**src/rtl/keccak_pkg.sv**
```systemverilog
// keccak_pkg: shared constants for the SHAKE/keccak wrapper family.
// Holds the run-controller state encodings (2-bit, legacy-compatible values)
// and the default core data width.
package keccak_pkg;

  localparam int unsigned CORE_W_DEF = 32;

  localparam logic [1:0] ST_IDLE  = 2'd0;
  localparam logic [1:0] ST_RUN   = 2'd1;
  localparam logic [1:0] ST_STOP  = 2'd2;
  localparam logic [1:0] ST_DRAIN = 2'd3;

endpackage

```
**src/rtl/shake_xof_if.sv**
```systemverilog
// shake_xof_if: host-side bus of the SHAKE XOF wrapper.
// Groups the run command, the message input stream and the digest output stream.
//   cmd_valid/cmd_ready/cmd_out_bits : run request with output length in bits
//   s_valid/s_ready/s_data           : message words towards the core
//   m_valid/m_ready/m_data/m_last    : packed digest words
// modport slave  : the wrapper side
// modport master : the host/DMA side
interface shake_xof_if
  import keccak_pkg::*;
#(
  parameter int unsigned CORE_W = CORE_W_DEF,
  parameter int unsigned OUT_W  = 2 * CORE_W_DEF,
  parameter int unsigned LEN_W  = 16
) ();

  logic              cmd_valid;
  logic              cmd_ready;
  logic [LEN_W-1:0]  cmd_out_bits;
  logic              s_valid;
  logic              s_ready;
  logic [CORE_W-1:0] s_data;
  logic              m_valid;
  logic              m_ready;
  logic [OUT_W-1:0]  m_data;
  logic              m_last;

  modport slave (
    input  cmd_valid, cmd_out_bits, s_valid, s_data, m_ready,
    output cmd_ready, s_ready, m_valid, m_data, m_last
  );

  modport master (
    output cmd_valid, cmd_out_bits, s_valid, s_data, m_ready,
    input  cmd_ready, s_ready, m_valid, m_data, m_last
  );

endinterface

```
**src/rtl/shake_out_gearbox.sv**
```systemverilog
// shake_out_gearbox: packs RATIO core words into one OUT_W digest word.
// First accepted core word lands in the LSBs. The completing word is loaded
// into the output register in the same cycle it arrives, so packing of the
// next word overlaps with emission of the current one.
// Ports:
//   clk, rst         clock, synchronous active-high reset
//   clr              drop any partial pack (outside RUN)
//   in_valid/in_data accepted core word
//   in_last          word being completed is the final digest word
//   tail_bits        cmd_out_bits mod OUT_W, used for final-word masking
//   m_ready          downstream ready
//   m_valid/m_data/m_last  registered digest word
//   load             pulse when a digest word is completed
// Build option: OUTPUT_MASK_EN zeroes final-word bits above tail_bits
// (no masking when tail_bits == 0); otherwise the final word is raw.
module shake_out_gearbox
  import keccak_pkg::*;
#(
  parameter int unsigned CORE_W = CORE_W_DEF,
  parameter int unsigned RATIO  = 2,
  parameter int unsigned LEN_W  = 16,
  parameter int unsigned OUT_W  = RATIO * CORE_W
) (
  input  logic              clk,
  input  logic              rst,
  input  logic              clr,
  input  logic              in_valid,
  input  logic [CORE_W-1:0] in_data,
  input  logic              in_last,
  input  logic [LEN_W-1:0]  tail_bits,
  input  logic              m_ready,
  output logic              m_valid,
  output logic [OUT_W-1:0]  m_data,
  output logic              m_last,
  output logic              load
);

  localparam int unsigned PCNT_W = (RATIO > 1) ? $clog2(RATIO) : 1;

  logic [PCNT_W-1:0] pcnt;
  logic [OUT_W-1:0]  pack;
  logic [OUT_W-1:0]  full;
  logic [OUT_W-1:0]  word_mask;

  // Current pack contents with the arriving word dropped into its slot.
  always_comb begin
    full = pack;
    full[pcnt*CORE_W +: CORE_W] = in_data;
  end

  assign load = in_valid && (pcnt == PCNT_W'(RATIO - 1));

`ifdef OUTPUT_MASK_EN
  always_comb begin
    word_mask = '1;
    if (in_last && (tail_bits != '0))
      word_mask = ~({OUT_W{1'b1}} << tail_bits);
  end
`else
  logic unused_tail;
  assign unused_tail = ^tail_bits;
  assign word_mask   = '1;
`endif

  always_ff @(posedge clk) begin
    if (rst) begin
      pcnt    <= '0;
      pack    <= '0;
      m_valid <= 1'b0;
      m_data  <= '0;
      m_last  <= 1'b0;
    end else begin
      if (clr) begin
        pcnt <= '0;
      end else if (in_valid) begin
        pack <= full;
        pcnt <= load ? '0 : pcnt + 1'b1;
      end
      if (load) begin
        m_valid <= 1'b1;
        m_data  <= full & word_mask;
        m_last  <= in_last;
      end else if (m_ready) begin
        m_valid <= 1'b0;
      end
    end
  end

endmodule

```
**src/rtl/shake_xof_top.sv**
```systemverilog
// shake_xof_top: run controller around one keccak core.
// Passes the message stream straight to the core, packs core output words
// into OUT_W = RATIO*CORE_W digest words, counts requested output words and
// ends each run itself through core_force_done / core_force_done_ack.
// Ports:
//   clk, rst            clock, synchronous active-high reset
//   bus                 shake_xof_if.slave: cmd_*, s_*, m_* streams
//   busy                controller not idle
//   core_din_*          message stream to the core
//   core_dout_*         output stream from the core
//   core_force_done     stop request to the core (held in STOP)
//   core_force_done_ack core acknowledge of the stop request
// Build option: OUTPUT_MASK_EN masks the final digest word to the requested
// bit length (see shake_out_gearbox).
module shake_xof_top
  import keccak_pkg::*;
#(
  parameter int unsigned CORE_W = CORE_W_DEF,
  parameter int unsigned RATIO  = 2,
  parameter int unsigned LEN_W  = 16
) (
  input  logic              clk,
  input  logic              rst,
  shake_xof_if.slave        bus,
  output logic              busy,
  output logic              core_din_valid,
  input  logic              core_din_ready,
  output logic [CORE_W-1:0] core_din,
  input  logic              core_dout_valid,
  output logic              core_dout_ready,
  input  logic [CORE_W-1:0] core_dout,
  output logic              core_force_done,
  input  logic              core_force_done_ack
);

  localparam int unsigned OUT_W    = RATIO * CORE_W;
  localparam int unsigned OUT_SH   = $clog2(OUT_W);
  localparam bit          OUT_POW2 = ((OUT_W & (OUT_W - 1)) == 0);

  logic [1:0]       state;
  logic [LEN_W-1:0] out_words;
  logic [LEN_W-1:0] word_cnt;
  logic [LEN_W-1:0] tail_bits;
  logic [LEN_W-1:0] cmd_words;
  logic [LEN_W-1:0] cmd_tail;
  logic [LEN_W:0]   bits_up;
  logic             run;
  logic             in_fire;
  logic             last_word;
  logic             load;
  logic             m_valid;
  logic             m_last;
  logic [OUT_W-1:0] m_data;

  // ceil(cmd_out_bits / OUT_W); one extra bit keeps the round-up from wrapping.
  always_comb begin
    bits_up = {1'b0, bus.cmd_out_bits} + (LEN_W+1)'(OUT_W - 1);
    if (OUT_POW2)
      cmd_words = LEN_W'(bits_up >> OUT_SH);
    else
      cmd_words = LEN_W'(bits_up / (LEN_W+1)'(OUT_W));
    cmd_tail = LEN_W'(bus.cmd_out_bits % OUT_W);
  end

  always_ff @(posedge clk) begin
    if (rst) begin
      state     <= ST_IDLE;
      out_words <= '0;
      word_cnt  <= '0;
      tail_bits <= '0;
    end else begin
      case (state)
        ST_IDLE: begin
          if (bus.cmd_valid) begin
            out_words <= cmd_words;
            tail_bits <= cmd_tail;
            word_cnt  <= '0;
            state     <= (cmd_words == '0) ? ST_STOP : ST_RUN;
          end
        end
        ST_RUN: begin
          if (load)
            word_cnt <= word_cnt + 1'b1;
          if (m_valid && bus.m_ready && m_last)
            state <= ST_STOP;
        end
        ST_STOP: begin
          if (core_force_done_ack)
            state <= ST_DRAIN;
        end
        ST_DRAIN: begin
          if (!core_force_done_ack)
            state <= ST_IDLE;
        end
        default: state <= ST_IDLE;
      endcase
    end
  end

  always_comb begin
    run             = (state == ST_RUN);
    bus.cmd_ready   = (state == ST_IDLE);
    busy            = (state != ST_IDLE);
    core_din_valid  = run && bus.s_valid;
    bus.s_ready     = run && core_din_ready;
    core_din        = bus.s_data;
    core_force_done = (state == ST_STOP);
    case (state)
      ST_RUN:            core_dout_ready = !m_valid || bus.m_ready;
      ST_STOP, ST_DRAIN: core_dout_ready = 1'b1;
      default:           core_dout_ready = 1'b0;
    endcase
    last_word = (word_cnt == out_words - 1'b1);
    // Once every requested word is loaded, further core words are dropped.
    in_fire   = run && core_dout_valid && core_dout_ready && (word_cnt != out_words);
  end

  shake_out_gearbox #(
    .CORE_W (CORE_W),
    .RATIO  (RATIO),
    .LEN_W  (LEN_W),
    .OUT_W  (OUT_W)
  ) u_gearbox (
    .clk       (clk),
    .rst       (rst),
    .clr       (!run),
    .in_valid  (in_fire),
    .in_data   (core_dout),
    .in_last   (last_word),
    .tail_bits (tail_bits),
    .m_ready   (bus.m_ready),
    .m_valid   (m_valid),
    .m_data    (m_data),
    .m_last    (m_last),
    .load      (load)
  );

  assign bus.m_valid = m_valid;
  assign bus.m_data  = m_data;
  assign bus.m_last  = m_last;

endmodule

```
**src/flat_wrapper.sv**
```systemverilog
// flat-port wrapper written by rule: the top's interface ports become plain ports
module shake_xof_top_flat import keccak_pkg::*;
#(
  parameter int unsigned CORE_W = CORE_W_DEF,
  parameter int unsigned RATIO  = 2,
  parameter int unsigned LEN_W  = 16
)
  (clk, rst, busy, core_din_valid, core_din_ready, core_din, core_dout_valid, core_dout_ready, core_dout, core_force_done, core_force_done_ack, bus_cmd_valid, bus_cmd_out_bits, bus_s_valid, bus_s_data, bus_m_ready, bus_cmd_ready, bus_s_ready, bus_m_valid, bus_m_data, bus_m_last);
  shake_xof_if #(.CORE_W(CORE_W), .OUT_W((RATIO * CORE_W)), .LEN_W(LEN_W)) bus_i ();
  input  logic clk;
  input  logic rst;
  output logic busy;
  output logic core_din_valid;
  input  logic core_din_ready;
  output logic [CORE_W-1:0] core_din;
  input  logic core_dout_valid;
  output logic core_dout_ready;
  input  logic [CORE_W-1:0] core_dout;
  output logic core_force_done;
  input  logic core_force_done_ack;
  input wire logic [$bits(bus_i.cmd_valid)-1:0] bus_cmd_valid;
  input wire logic [$bits(bus_i.cmd_out_bits)-1:0] bus_cmd_out_bits;
  input wire logic [$bits(bus_i.s_valid)-1:0] bus_s_valid;
  input wire logic [$bits(bus_i.s_data)-1:0] bus_s_data;
  input wire logic [$bits(bus_i.m_ready)-1:0] bus_m_ready;
  output wire logic [$bits(bus_i.cmd_ready)-1:0] bus_cmd_ready;
  output wire logic [$bits(bus_i.s_ready)-1:0] bus_s_ready;
  output wire logic [$bits(bus_i.m_valid)-1:0] bus_m_valid;
  output wire logic [$bits(bus_i.m_data)-1:0] bus_m_data;
  output wire logic [$bits(bus_i.m_last)-1:0] bus_m_last;
  assign bus_i.cmd_valid = bus_cmd_valid;
  assign bus_i.cmd_out_bits = bus_cmd_out_bits;
  assign bus_i.s_valid = bus_s_valid;
  assign bus_i.s_data = bus_s_data;
  assign bus_i.m_ready = bus_m_ready;
  assign bus_cmd_ready = bus_i.cmd_ready;
  assign bus_s_ready = bus_i.s_ready;
  assign bus_m_valid = bus_i.m_valid;
  assign bus_m_data = bus_i.m_data;
  assign bus_m_last = bus_i.m_last;
  shake_xof_top #(.CORE_W(CORE_W), .RATIO(RATIO), .LEN_W(LEN_W)) u_core (.clk(clk), .rst(rst), .bus(bus_i), .busy(busy), .core_din_valid(core_din_valid), .core_din_ready(core_din_ready), .core_din(core_din), .core_dout_valid(core_dout_valid), .core_dout_ready(core_dout_ready), .core_dout(core_dout), .core_force_done(core_force_done), .core_force_done_ack(core_force_done_ack));
endmodule
```
**config.mk**
```make
export PLATFORM = sky130hd
export DESIGN_NAME = shake_xof_top_flat
export DESIGN_NICKNAME = d
export VERILOG_FILES = /design/src/rtl/keccak_pkg.sv /design/src/rtl/shake_xof_if.sv /design/src/rtl/shake_out_gearbox.sv /design/src/rtl/shake_xof_top.sv /design/src/flat_wrapper.sv
export SDC_FILE = /design/constraint.sdc
export NUM_CORES = 1
export LEC_CHECK = 0
export BUFFER_PORTS_ARGS = -buffer_cell sky130_fd_sc_hd__buf_2
export CORE_ASPECT_RATIO = 1.1
export CORE_MARGIN = 1
export CORE_UTILIZATION = 47
export CTS_CLUSTER_SIZE = 12
export DETAILED_ROUTE_END_ITERATION = 10
export PLACE_DENSITY = 0.75
export SLEW_MARGIN = 10
export SYNTH_ARGS = -nofsm -noshare
export SYNTH_HDL_FRONTEND = slang
export SYNTH_HIERARCHICAL = 1
export SYNTH_SLANG_ARGS = --single-unit
```
**constraint.sdc**
```tcl
create_clock -name clk -period 2.7 [get_ports clk]
set_input_delay 0.405 -clock clk [delete_from_list [all_inputs] [get_ports clk]]
set_output_delay 0.405 -clock clk [all_outputs]
set_load 0.005 [all_outputs]
```
==> results.toml <==
[clock_network]
clock-sinks = 128
clock_latency_ns = 0.41
ctsLongestPathBuffers = 2
cts_tree = "done"
cts_buffers = 17
cts_hold_buf = 0
htree_levels = 4
path_clk_slew_ns = 0.06
cts.root.buffer_cell = "clkbuf_16"

[die]
die_w_um = 114.5
row_count = 44
dieArea_um2 = 14390
dieHeight_um = 125.7
io_pins = 192
core_um2 = 13380
start_util = 0.4890

[timing]
final_hold_viol_count = 0
fin_crit_ns = 2.439
fin_crit_sh = 0.9034
setup_tns_ns = 0
skew_ns = 0.007743
relSlewSlack = 0.6148
rsz0062_at_grt = "no"
fmax_mhz = 410.0
setup_violations = 0
worst_pin_slew_ns = 0.5778
report.final.slew_viol_count = 0

[power]
intPower_w = 0.003968
p_sw_frac = 0.2776
p_leak_nw = 3.349
powerDensity_nw_per_um2 = 709.3
power_frac_clock = 0.438
power_frac_seq = 0.370
combPwrFrac = 0.192
p_switching_w = 0.001525
ir_worst_vdd_mv = 0.4729

[logic_synthesis]
syn-instance-count = 739
synth_nets = 834
avgSynthCellArea_um2 = 8.852
yosysWarnings = 6
synth_area_um2 = 6541

[run_status]
status = "completed"

[cells_and_area]
fin_nets = 902
fillerInstances = 1212
area_growth_pct = 18.40
n_antenna_cell = 0
final_util = 0.5789
drive_above_1_share = 0.3122

[setup_path]
crit_type = "reg2reg"
crit_fanout = 8
r2r-end = "u_core/word_cnt[10]"
rr_worst_depth = 12
cp.required_ns = 3.04
worstReg2RegStart = "u_core/state[0]"
reg2reg_slack_ns = 0.26
cp-endpoint = "u_core/word_cnt[10]"
crit_start = "u_core/state[0]"
cp-end-kind = "flip-flop"
startpoint_type = "flip-flop"
crit_arrival_ns = 2.78

[route]
first_pass_iters = 4
wl_um = 14020
drt_iter0_drc = 194
drc = 0
vias = 5201
viasPerCell = 5.180
wire_per_inst_um = 13.96
drtAntennaViolNets = 0

[global_routing]
grt_start_max_net_pins = 132
grt_first_pass_wirelength_um = 23850
grt_pass1_vias = 5089
grt-ovfl-total = 0
grt_use_total = 0.2073
antenna_found_initial = 0

[run]
drv_cap = 0

[hold_path]
whs_path_depth = 2
hold_class = "in2reg"

[place]
gp_congestion = 0.8849
port_buffers = 127
dpl.hpwl_um = 9215
sequential cells by signal, summed over array words and instances (netlist names):
signal	count
u_core/out_words	11
u_core/state	2
u_core/u_gearbox/m_data	64
u_core/u_gearbox/m_last	1
u_core/u_gearbox/m_valid	1
u_core/u_gearbox/pack	32
u_core/u_gearbox/pcnt	1
u_core/word_cnt	16
through the flow:
| stage | instance area (µm²) | setup WS [ns] | hold WS, ns | power (W) | std cells |
|---|---|---|---|---|---|
| finish | 7745 | 0.2609 | 0.2388 | 0.005494 | 1004 |
| CTS | 7725 | 0.1426 | 0.2267 | 0.005522 | 1003 |
| global placement | 7094 | 0.2332 | 0.4602 | 0.003091 | 971 |
| floorplan | 6576 | 0.01154 | 0.4517 | 0.002835 | 739 |
| global route | 7745 | 0.02494 | 0.2362 | 0.005782 | 1004 |
| detailed placement | 7094 | 0.1563 | 0.4659 | 0.003102 | 971 |
timing repair:
action | in CTS | in global routing
setup buffers | 0 | 1
gates resized for setup | 0 | 2
setup endpoints to repair | 0 | 11
how the worst min path moves through the flow:
stage | start | end | slack, ns
floorplan | u_core/u_gearbox/pack[31] | u_core/u_gearbox/pack[31] | 0.45
detailed placement | u_core/u_gearbox/pack[27] | u_core/u_gearbox/pack[27] | 0.47
finish | rst | u_core/u_gearbox/m_data[38] | 0.24
global placement | u_core/u_gearbox/pack[6] | u_core/u_gearbox/pack[6] | 0.46
CTS | rst | u_core/u_gearbox/m_data[38] | 0.23
global route | rst | u_core/u_gearbox/m_data[38] | 0.24
power groups by stage:
stage	Sequential [W]	Clock [W]	Combinational, W
global placement	0.00207	0	0.00102
global route	0.00204	0.00256	0.00118
finish	0.00203	0.00241	0.00106
detailed placement	0.00207	0	0.00103
floorplan	0.00204	0	0.000791
CTS	0.00203	0.00245	0.00104
routing by layer:
metal | up-vias | global-route usage | wire [µm]
met3 | 22 | 0.06689 | 717
met2 | 115 | 0.3234 | 6619
met5 | - | 0 | 0
li1 | 2675 | - | -
met4 | 0 | 0.09396 | 327
met1 | 2389 | 0.2597 | 6351
cells in the final DEF, fill, tap and decap left out, types with 2 or more instances in the layout:
master and instances:
nor3_1 6, clkinvlp_4 3, o21ai_0 11, clkinv_2 2, inv_1 13, nand3_1 74
buf_4 16, dfxtp_1 127, buf_2 126, nand2b_1 65, ha_1 7, xnor2_1 16
or3_1 3, nor3_2 2, bufinv_16 3, nor2b_1 2, nand2_1 20, inv_6 3
xor2_1 18, nand4_1 14, nor3b_1 4, clkbuf_16 18, and3_1 5, nand3b_1 2
mux2i_1 34, nor2_1 31, a211oi_1 10, clkbuf_8 2, a21bo_2 65, a21oi_1 76
mux2_2 2, and2_1 4, buf_12 3, nor4_1 6
worst max-delay path, cell delays in order, from the launching register on:
cell,delay (ns)
dfxtp_1,0.33
inv_1,0.12
ha_1,0.21
nor2_1,0.06
a21oi_1,0.17
nand3_1,0.17
a31oi_4,0.22
nand2_1,0.10
inv_1,0.07
mux2i_1,0.15
nand4bb_4,0.30
or3_1,0.34
a21oi_1,0.14
final cells by class:
cell class	instances	area, µm²	area share
multi-input cells	502	3458	0.4465
flip-flops and latches	128	2566	0.3313
repair buffers	145	810.8	0.1047
clock buffers	21	481.7	0.06220
well taps	184	230.2	0.02973
clock inverters	11	148.9	0.01922
inverters	13	48.80	0.006300
Power figures use the tool's default switching activity.
